## src/rtl/mouse_packet_decoder_pkg.sv

```systemverilog
`default_nettype none
// ============================================================================
// Module      : mouse_packet_decoder_pkg
// Description : PS/2 mouse protocol constants, screen size, packet FSM states.
// Revision    : 1.0 - initial release
// ============================================================================
package mouse_packet_decoder_pkg;

   localparam logic [7:0] PS2_ACK    = 8'hFA;
   localparam logic [7:0] PS2_BAT_OK = 8'hAA;
   localparam logic [7:0] PS2_DEV_ID = 8'h00;

   localparam int SCREEN_W = 160;
   localparam int SCREEN_H = 120;

   typedef enum logic [1:0] {
      WAIT_B0 = 2'd0,
      WAIT_B1 = 2'd1,
      WAIT_B2 = 2'd2
   } pkt_state_t;

   // Overflow saturates to the extreme of the direction given by the sign bit.
   function automatic logic [8:0] decode_motion(input logic sign_bit,
                                                input logic ovf,
                                                input logic [7:0] mag);
      if (ovf)
         return sign_bit ? 9'h100 : 9'h0FF;
      return {sign_bit, mag};
   endfunction

endpackage
`default_nettype wire

```

## src/rtl/mouse_packet_decoder_cursor_axis.sv

```systemverilog
`default_nettype none
// ============================================================================
// Module      : cursor_axis
// Description : One cursor coordinate; adds (or subtracts) a scaled signed
//               motion delta on each load and clamps to [0, MAX].
// Revision    : 1.0 - initial release
// ============================================================================
module cursor_axis #(
   parameter int W      = 8,
   parameter int MAX    = 159,
   parameter int INIT   = 80,
   parameter int SHIFT  = 1,
   parameter bit INVERT = 1'b0
)(
   input  logic              clk,
   input  logic              rst,
   input  logic              i_load,
   input  logic signed [8:0] i_delta,
   output logic [W-1:0]      o_pos
);

   localparam logic signed [10:0] c_MAX      = 11'(MAX);
   localparam logic [W-1:0]       c_MAX_POS  = W'(MAX);
   localparam logic [W-1:0]       c_INIT_POS = W'(INIT);

   logic [W-1:0]       r_pos;
   logic [W-1:0]       w_next;
   logic signed [10:0] w_pos_ext;
   logic signed [10:0] w_step;
   logic signed [10:0] w_sum;

   always_comb begin
      w_pos_ext = $signed({{(11 - W){1'b0}}, r_pos});
      w_step    = $signed({{2{i_delta[8]}}, i_delta}) >>> SHIFT;
      w_sum     = INVERT ? (w_pos_ext - w_step) : (w_pos_ext + w_step);
      w_next    = w_sum[W-1:0];
      if (w_sum < 11'sd0)
         w_next = '0;
      else if (w_sum > c_MAX)
         w_next = c_MAX_POS;
   end

   always_ff @(posedge clk) begin
      if (rst)
         r_pos <= c_INIT_POS;
      else if (i_load)
         r_pos <= w_next;
   end

   assign o_pos = r_pos;

endmodule
`default_nettype wire

```

## src/rtl/mouse_packet_decoder.sv

```systemverilog
`default_nettype none
// ============================================================================
// Module      : mouse_packet_decoder
// Description : Assembles 3-byte PS/2 mouse packets, decodes buttons/motion
//               and tracks a clamped on-screen cursor position.
// Revision    : 1.0 - initial release
// ============================================================================
module mouse_packet_decoder
   import mouse_packet_decoder_pkg::*;
#(
   parameter int X_MAX          = SCREEN_W - 1,
   parameter int Y_MAX          = SCREEN_H - 1,
   parameter int X_INIT         = 80,
   parameter int Y_INIT         = 60,
   parameter int MOTION_SHIFT   = 1,
   parameter int TIMEOUT_CYCLES = 1000000
)(
   input  logic       CLOCK_50,
   input  logic       reset,
   input  logic [7:0] received_data,
   input  logic       received_data_en,
   output logic       pkt_valid,
   output logic [2:0] buttons,
   output logic [8:0] dx,
   output logic [8:0] dy,
   output logic [7:0] cursor_x,
   output logic [6:0] cursor_y,
   output logic       sync_err
);

   localparam int                c_CNT_W    = (TIMEOUT_CYCLES > 2) ? $clog2(TIMEOUT_CYCLES) : 1;
   localparam logic [c_CNT_W-1:0] c_CNT_LAST = c_CNT_W'(TIMEOUT_CYCLES - 1);

   pkt_state_t         r_state;
   pkt_state_t         w_state_next;
   logic [3:0]         r_b0_flags;     // byte0[7:4]: Y ovf, X ovf, Y sign, X sign
   logic [2:0]         r_b0_btn;
   logic [7:0]         r_b1;
   logic               r_after_bat;
   logic               w_after_bat_next;
   logic [c_CNT_W-1:0] r_idle_cnt;
   logic               w_latch_b0;
   logic               w_latch_b1;
   logic               w_pkt_done;
   logic               w_bad_byte;
   logic               w_timeout;
   logic               w_expired;
   logic [8:0]         w_dx;
   logic [8:0]         w_dy;

   assign w_expired = (r_idle_cnt == c_CNT_LAST);

   always_ff @(posedge CLOCK_50) begin
      if (reset)
         r_state <= WAIT_B0;
      else
         r_state <= w_state_next;
   end

   // A strobe always takes priority over an expiring idle timer.
   always_comb begin
      w_state_next     = r_state;
      w_after_bat_next = r_after_bat;
      w_latch_b0       = 1'b0;
      w_latch_b1       = 1'b0;
      w_pkt_done       = 1'b0;
      w_bad_byte       = 1'b0;
      w_timeout        = 1'b0;
      case (r_state)
         WAIT_B0: begin
            if (received_data_en) begin
               w_after_bat_next = (received_data == PS2_BAT_OK);
               if ((received_data != PS2_ACK) && (received_data != PS2_BAT_OK) &&
                   !((received_data == PS2_DEV_ID) && r_after_bat)) begin
                  if (!received_data[3]) begin
                     w_bad_byte = 1'b1;
                  end else begin
                     w_latch_b0   = 1'b1;
                     w_state_next = WAIT_B1;
                  end
               end
            end
         end
         WAIT_B1: begin
            if (received_data_en) begin
               w_latch_b1   = 1'b1;
               w_state_next = WAIT_B2;
            end else if (w_expired) begin
               w_timeout    = 1'b1;
               w_state_next = WAIT_B0;
            end
         end
         WAIT_B2: begin
            if (received_data_en) begin
               w_pkt_done   = 1'b1;
               w_state_next = WAIT_B0;
            end else if (w_expired) begin
               w_timeout    = 1'b1;
               w_state_next = WAIT_B0;
            end
         end
         default: w_state_next = WAIT_B0;
      endcase
   end

   always_ff @(posedge CLOCK_50) begin
      if (reset || received_data_en || w_timeout || (r_state == WAIT_B0))
         r_idle_cnt <= '0;
      else
         r_idle_cnt <= r_idle_cnt + c_CNT_W'(1);
   end

   assign w_dx = decode_motion(r_b0_flags[0], r_b0_flags[2], r_b1);
   assign w_dy = decode_motion(r_b0_flags[1], r_b0_flags[3], received_data);

   always_ff @(posedge CLOCK_50) begin
      if (reset) begin
         pkt_valid   <= 1'b0;
         sync_err    <= 1'b0;
         buttons     <= '0;
         dx          <= '0;
         dy          <= '0;
         r_after_bat <= 1'b0;
         r_b0_flags  <= '0;
         r_b0_btn    <= '0;
         r_b1        <= '0;
      end else begin
         pkt_valid   <= w_pkt_done;
         sync_err    <= w_bad_byte | w_timeout;
         r_after_bat <= w_after_bat_next;
         if (w_latch_b0) begin
            r_b0_flags <= received_data[7:4];
            r_b0_btn   <= received_data[2:0];
         end
         if (w_latch_b1)
            r_b1 <= received_data;
         if (w_pkt_done) begin
            buttons <= r_b0_btn;
            dx      <= w_dx;
            dy      <= w_dy;
         end
      end
   end

   cursor_axis #(
      .W      (8),
      .MAX    (X_MAX),
      .INIT   (X_INIT),
      .SHIFT  (MOTION_SHIFT),
      .INVERT (1'b0)
   ) u_axis_x (
      .clk     (CLOCK_50),
      .rst     (reset),
      .i_load  (w_pkt_done),
      .i_delta (w_dx),
      .o_pos   (cursor_x)
   );

   // Screen Y grows downward while PS/2 motion is positive upward.
   cursor_axis #(
      .W      (7),
      .MAX    (Y_MAX),
      .INIT   (Y_INIT),
      .SHIFT  (MOTION_SHIFT),
      .INVERT (1'b1)
   ) u_axis_y (
      .clk     (CLOCK_50),
      .rst     (reset),
      .i_load  (w_pkt_done),
      .i_delta (w_dy),
      .o_pos   (cursor_y)
   );

endmodule
`default_nettype wire

```

## config.mk

```make
export PLATFORM = sky130hd
export DESIGN_NAME = mouse_packet_decoder
export DESIGN_NICKNAME = d
export VERILOG_FILES = /design/src/rtl/mouse_packet_decoder_pkg.sv /design/src/rtl/mouse_packet_decoder_cursor_axis.sv /design/src/rtl/mouse_packet_decoder.sv
export SDC_FILE = /design/constraint.sdc
export NUM_CORES = 1
export LEC_CHECK = 0
export BUFFER_PORTS_ARGS = -buffer_cell sky130_fd_sc_hd__buf_2
export CAP_MARGIN = 10
export CELL_PAD_IN_SITES_DETAIL_PLACEMENT = 1
export CELL_PAD_IN_SITES_GLOBAL_PLACEMENT = 1
export CORE_MARGIN = 2
export CORE_UTILIZATION = 39
export CTS_CLUSTER_DIAMETER = 150
export DETAILED_ROUTE_END_ITERATION = 10
export GPL_TIMING_DRIVEN = 0
export PLACE_DENSITY = 0.77
export SLEW_MARGIN = 25
export SYNTH_ARGS = -nofsm -noshare
export SYNTH_HDL_FRONTEND = slang
export SYNTH_SLANG_ARGS = --single-unit
```

## constraint.sdc

```tcl
create_clock -name CLOCK_50 -period 3.1 [get_ports CLOCK_50]
set_input_delay 0.93 -clock CLOCK_50 [delete_from_list [all_inputs] [get_ports CLOCK_50]]
set_output_delay 0.93 -clock CLOCK_50 [all_outputs]
set_load 0.005 [all_outputs]
```

==> flow_metrics.tcl, run 1 <==
set metrics [dict create \
    synth_top_family_by_area "simple AND/OR/NAND/NOR gates" \
    max_freq_mhz 326 \
    power_frac_comb_pct 16.0 \
    swShare_pct 28.7 \
    internal_power_uw 1460 \
    finalSetupViolCount 0 \
    rsz0062_at_grt "true" \
    placed_area_um2 4330 \
    fill_cells 1221 \
    yosys.area_share.simple_pct 20.5 \
    yosys.cell_types.count 56 \
    nets 559 \
    synth_edf_count 0 \
    ys_seq_area_share_pct 38.9 \
    syn_avg_cell_area_um2 8.57 \
    drc 0 \
    area_delta_synth_final_pct 20.9 \
    drv_cap 0 \
    postCtsHoldBufs 0 \
    antenna_left 0 \
    grt-ovfl-total 0 \
    period_needed_ns 3.07 \
    htree_levels 3 \
    clk_pin_slew_worst_paths_ns 0.08 \
    maxSlewHeadroom_pct 52.4 \
    synth_fp_nets 490 \
    place_ws_ns -0.623 \
    synthAdderAreaFrac_pct 7.75 \
    die_w_um 104 \
    criticalPathCategory "in2reg" \
    gp_congestion 0.860 \
    p_clk_share_pct 34.8 \
    die_area_um2 10800 \
    pin_count 49 \
    grtUsageMet1_pct 26.7 \
    via_per_inst 5.47 \
    drt-initial-drc-count 158 \
    seqPwrFrac_pct 49.2 \
    final_cell_area_um2 4720 \
    diodes 0 \
    finalHoldViolCount 0 \
    path_cells "buf_2 > o21a_1 > ha_2 > inv_1 > fa_2 > o2111ai_2 > nand2_2 > or4b_4 > nand2_4 > nor3b_1 > a221o_1" \
    ys_ff_latch 76 \
    synth_compound_area_share_pct 19.5 \
    synthCells 456 \
    status "complete, no violations" \
    core_um2 9730 \
    startpoint_type "input pin" \
    cp.arrival_ns 3.32 \
    synthMuxAreaShare_pct 3.84 \
    busiest_layer "met2" \
    fin_skew_ns 0.0132 \
    clockBufferDepth 2 \
    worst_slack_ns 0.0329 \
    p_per_area_nw_per_um2 433 \
    synthArstFlopShare_pct 0 \
    port_buffers 47 \
    die_h_um 104 \
    root_buffer "clkbuf_8" \
    cts_buffers 9 \
    post-dp-hpwl_um 8260 \
    syn-cell-area_um2 3910 \
    post_drt_wl_per_cell_um 17.2 \
    grt_use_total_pct 20.8 \
    wl_um 11400 \
    cts_tree "yes" \
    required_ns 3.35 \
    hold_path_class "reg2reg" \
    dpl.cell_count 636 \
    end_kind "flop" \
    drv_slew 0 \
    peakVddDrop_mv 0.178 \
    grtUsageMet3_pct 3.82 \
    crit_path_max_fanout 5 \
    use_met2_pct 35.9 \
    grt_pass1_wl_um 18300 \
    drive_gt1_share_pct 19.2 \
    final_util_pct 48.5 \
    cpMaxStageDelayCell "or4b_4" \
    antenna_found_initial 0 \
    numClockSinks 76 \
    rows 36 \
    p_switching_uw 586 \
    max_stage_delay_ns 0.55 \
    grt_max_degree 13 \
    grt_pass1_vias 3640 \
    initial_core_util_pct 40.2 \
    yosys.area_share.xor_xnor_pct 6.47 \
    p_leak_uw 0.00190 \
    post-route-period-util_pct 98.9 \
    detailroute.via_count 3628 \
    dr.pass1.iters 4 \
    clock_latency_ns 0.36 \
    max_slew.worst_pin.slew_ns 0.714 \
    ys_warn_count 0 \
    final_cell_count_no_fill 663 \
    fin_setup_tns_ns 0 \
    synth-main-ff-cell "dfxtp_1" \
]
==> critical path: cells and delay by family <==
kind / cells / cell delay (ns)
fa+ha+maj: 2 / 0.60
simple gates: 4 / 0.81
compound gates: 3 / 0.75
buf+inv: 2 / 0.20
==> final cells by class <==
cell class	count	area [um^2]	share of cell area, %
buffer	16	60.1	1.27
clock buffer	13	159	3.36
clock inverter	3	21.3	0.450
inverter	15	58.8	1.25
multi-input combinational	349	2410	51.1
sequential	76	1520	32.3
tap	133	166	3.52
timing repair buffer	58	320	6.78
==> sequential cells by signal (all words and copies together), names as in the netlist <==
| signal | cells |
|---|---|
| r_state | 2 |
| r_b0_flags | 4 |
| r_after_bat | 1 |
| u_axis_x.o_pos | 8 |
| u_axis_y.o_pos | 7 |
| r_b1 | 8 |
| r_b0_btn | 3 |
| r_idle_cnt | 20 |
| dx | 9 |
| buttons | 3 |
| pkt_valid | 1 |
| sync_err | 1 |
| dy | 9 |
==> stage by stage <==
| stage | hold slack (ns) | total power [uW] |
|---|---|---|
| after floorplan | 0.426 | 1230 |
| after global placement | 0.437 | 1300 |
| after detailed placement | 0.445 | 1310 |
| after CTS | 0.456 | 2020 |
| after global routing | 0.481 | 2130 |
| final | 0.454 | 2040 |
==> power groups by stage <==
stage	combinational, uW	sequential, uW	clock (uW)
2_1_floorplan	203	1020	0
3_3_place_gp	273	1020	0
3_5_place_dp	283	1030	0
4_1_cts	294	1000	720
5_1_grt	359	1010	762
6_report	328	1010	711
==> cells in the mapped netlist, types with 3 or more instances <==
cell type | number | area (um^2)
nand2b_1 | 3 | 18.8
nor3_1 | 9 | 45.0
nand2_1 | 45 | 169
ha_1 | 21 | 263
a31oi_1 | 3 | 18.8
nand3_1 | 19 | 95.1
and3_1 | 8 | 50.1
nor2_1 | 58 | 218
xnor2_1 | 11 | 96.3
inv_1 | 14 | 52.6
clkbuf_1 | 15 | 56.3
nand4_1 | 5 | 31.3
and4_1 | 3 | 26.3
nor2b_1 | 3 | 18.8
nor4_1 | 3 | 18.8
o21a_1 | 5 | 37.5
a21oi_1 | 40 | 200
dfxtp_1 | 76 | 1520
nor4b_1 | 3 | 26.3
o21ai_0 | 10 | 50.1
xor2_1 | 16 | 140
a211o_1 | 4 | 35.0
o31ai_1 | 5 | 37.5
a21o_1 | 9 | 67.6
a211oi_1 | 13 | 97.6
or3_1 | 3 | 18.8
a22oi_1 | 3 | 22.5
mux2i_1 | 15 | 150
==> cells by family (layout without fill, tap and decap cells) <==
group / count (synthesis) / after routing
xor+xnor: 28 / 28
mux: 15 / 15
fa+ha+maj: 23 / 23
flops: 76 / 76
simple gates: 170 / 170
buf+inv: 31 / 105
compound gates: 113 / 113
==> layout by cell type (no fill, tap or decap), types with 4 or more instances in the layout <==
cell	synthesis	layout
inv_1	14	13
nand4_1	5	5
a21o_1	9	9
xnor2_1	11	11
a21oi_1	40	37
xor2_1	16	16
clkbuf_8	0	11
a211o_1	4	4
ha_1	21	20
buf_4	0	12
nor3_1	9	9
o31ai_1	5	4
nand2_1	45	43
a211oi_1	13	13
nor2_1	58	55
dfxtp_1	76	74
mux2i_1	15	15
nand3_1	19	19
o21a_1	5	5
o21ai_0	10	10
buf_2	0	46
clkbuf_1	15	17
and3_1	8	8
==> worst paths after layout <==
kind                              start                             end  slack (ns)  depth (start not counted)
max                    received_data[1]  u_axis_y.o_pos[3]$_SDFFE_PP1P_        0.03                         11
min                  dy[0]$_SDFFE_PP0P_              dy[0]$_SDFFE_PP0P_        0.45                          2
max reg2reg  r_b0_flags[1]$_SDFFE_PP0P_  u_axis_y.o_pos[3]$_SDFFE_PP1P_        0.11                         10
min reg2reg          dy[0]$_SDFFE_PP0P_              dy[0]$_SDFFE_PP0P_        0.45                          2
==> repair_timing <==
| action | 4_1_cts | 5_1_grt |
|---|---|---|
| endpoints found under the hold margin | 0 | 0 |
| pin swaps | 4 | 9 |
| setup endpoints to repair | 15 | 15 |
| setup buffers | 5 | 6 |
| resized for setup | 12 | 21 |
==> layer usage <==
metal / wire [um] / up-vias
met4: 126 / 0
li1: - / 1778
met2: 5590 / 53
met5: 0 / -
met3: 335 / 12
met1: 5340 / 1785
Power figures use the tool's default switching activity.
==> run 2, diff against run 1 <==
Settings changed: CORE_UTILIZATION 39 to 47, HOLD_SLACK_MARGIN set to 0.02, PLACE_DENSITY 0.77 to 0.87, TNS_END_PERCENT set to 50.
Clock period 3.1 ns to 3.7 ns, I/O delays scaled along.
==> flow_metrics.tcl, run 2 (synthesis gave the netlist of run 1 again) <==
set metrics [dict create \
    status "complete, no violations" \
    cp.arrival_ns 3.72 \
    drc 0 \
    place_ws_ns -0.234 \
    drt-initial-drc-count 145 \
    crit_path_max_fanout 5 \
    clockBufferDepth 2 \
    final_util_pct 55.5 \
    required_ns 3.95 \
    end_kind "flop" \
    core_um2 8130 \
    startpoint_type "input pin" \
    cpMaxStageDelayCell "or4_4" \
    nets 548 \
    antenna_left 0 \
    finalSetupViolCount 0 \
    cts_setup_buffers 0 \
    htree_levels 3 \
    largest_reg_flops 20 \
    pin_count 49 \
    numClockSinks 76 \
    fill_cells 1013 \
    die_area_um2 9060 \
    power.total_uw 1800 \
    cp_common_cell "a21oi_2" \
    grt-ovfl-total 0 \
    maxSlewHeadroom_pct 51.3 \
    worst_slack_ns 0.227 \
    clock_latency_ns 0.35 \
    grt_use_total_pct 26.1 \
    largestRegisters "r_idle_cnt x20, dx x9, dy x9" \
    detailroute.via_count 3664 \
    drive_gt1_share_pct 14.1 \
    gp_congestion 0.918 \
    crit_buf_inv 1 \
    initial_core_util_pct 48.0 \
    criticalPathCategory "in2reg" \
    max_freq_mhz 288 \
    antenna_found_initial 0 \
    final_common_cell "dfxtp_1" \
    grt_pass1_wl_um 18200 \
    hold_path_class "reg2reg" \
    drv_cap 0 \
    rows 33 \
    post-dp-hpwl_um 8220 \
    dr.pass1.iters 4 \
    final_cell_mix "dfxtp_1, nor2_1, buf_2" \
    seqCellArea_um2 1520 \
    grt_pass1_vias 3643 \
    path_cells "buf_2 > a21oi_2 > ha_1 > nor2b_1 > a211o_1 > a21oi_2 > mux2i_1 > xnor2_1 > or4_4 > a221o_1" \
    dpl.cell_count 608 \
    max_stage_delay_ns 0.59 \
    post_drt_wl_per_cell_um 18.2 \
    period_needed_ns 3.47 \
    clk_pin_slew_worst_paths_ns 0.08 \
    grt_max_degree 13 \
    multi_input_area_um2 2300 \
    regMostFlops "r_idle_cnt" \
    post-route-period-util_pct 93.9 \
    fin_skew_ns 0.00827 \
    worstReg2RegStart "r_b0_flags[2]$_SDFFE_PP0P_" \
    die_w_um 95.2 \
    root_buffer "clkbuf_8" \
    port_buffers 47 \
    cts_tree "yes" \
    drv_slew 0 \
    finalHoldViolCount 0 \
    final_cell_count_no_fill 624 \
    p_leak_uw 0.00185 \
    p_per_area_nw_per_um2 398 \
    hold_start "buttons[0]$_SDFFE_PP0P_" \
    peakVddDrop_mv 0.251 \
    cts_buffers 9 \
    diodes 0 \
    area_delta_synth_final_pct 15.6 \
    rrSetupSlack_ns 0.29 \
    cp_top_family "compound AO/OA/AOI/OAI gates" \
    whs_ns 0.457 \
    max_slew.worst_pin.slew_ns 0.731 \
    via_per_inst 5.87 \
    die_h_um 95.2 \
    wl_um 11300 \
    cp-startpoint "received_data[2]" \
]
## run 2: cell types whose count changed in the layout (fill, tap and decap cells not counted), sizes merged
cell    change
buf        -11
bufinv      +2
clkbuf      -1
inv         -1
## run 2: timing repair
item,in CTS,in global routing
setup endpoints to repair,5,10
gates resized for setup,1,5
hold buffers,0,0
## run 2: final cells by class
cell class                      count  share of cell area [%]
Buffer                             16                    1.33
Sequential cell                    76                    33.7
Clock inverter                      4                    1.61
Tap cell                          105                    2.91
Timing Repair Buffer               47                    5.21
Inverter                           15                    1.25
Clock buffer                       12                    3.21
Multi-Input combinational cell    349                    50.8
## run 2: metrics by stage
stage               cell area (um^2)  setup TNS, ns
floorplan                       3910              0
global placement                4270         -0.651
detailed placement              4270         -0.980
CTS                             4500              0
global route                    4520        -0.0203
finish                          4520              0
## run 2: routing by layer
layer	vias to the layer above	GRT usage (%)	share of wire, %
met4	0	8.57	1.2
met5	-	0	0
met3	11	3.87	3.8
met1	1829	33.6	45
li1	1750	-	-
met2	74	44.8	50
## run 2: tightest hold or removal path: stages, from the launching register on
cell and delay (ns):
dfxtp_1 0.31, nand2_1 0.05, a21oi_1 0.05
## run 2: power breakdown
group / switching, uW / internal (uW) / total, uW
Combinational: 153 / 91.3 / 244
Clock: 317 / 398 / 715
Sequential: 11.5 / 829 / 840
## run 2: path summary, 6_finish.rpt
check,end,cells after the start
worst max-delay path,u_axis_y.o_pos[3]$_SDFFE_PP1P_,10
worst min-delay path,buttons[0]$_SDFFE_PP0P_,2
worst max register to register,u_axis_x.o_pos[5]$_SDFFE_PP0P_,13
worst min register to register,buttons[0]$_SDFFE_PP0P_,2
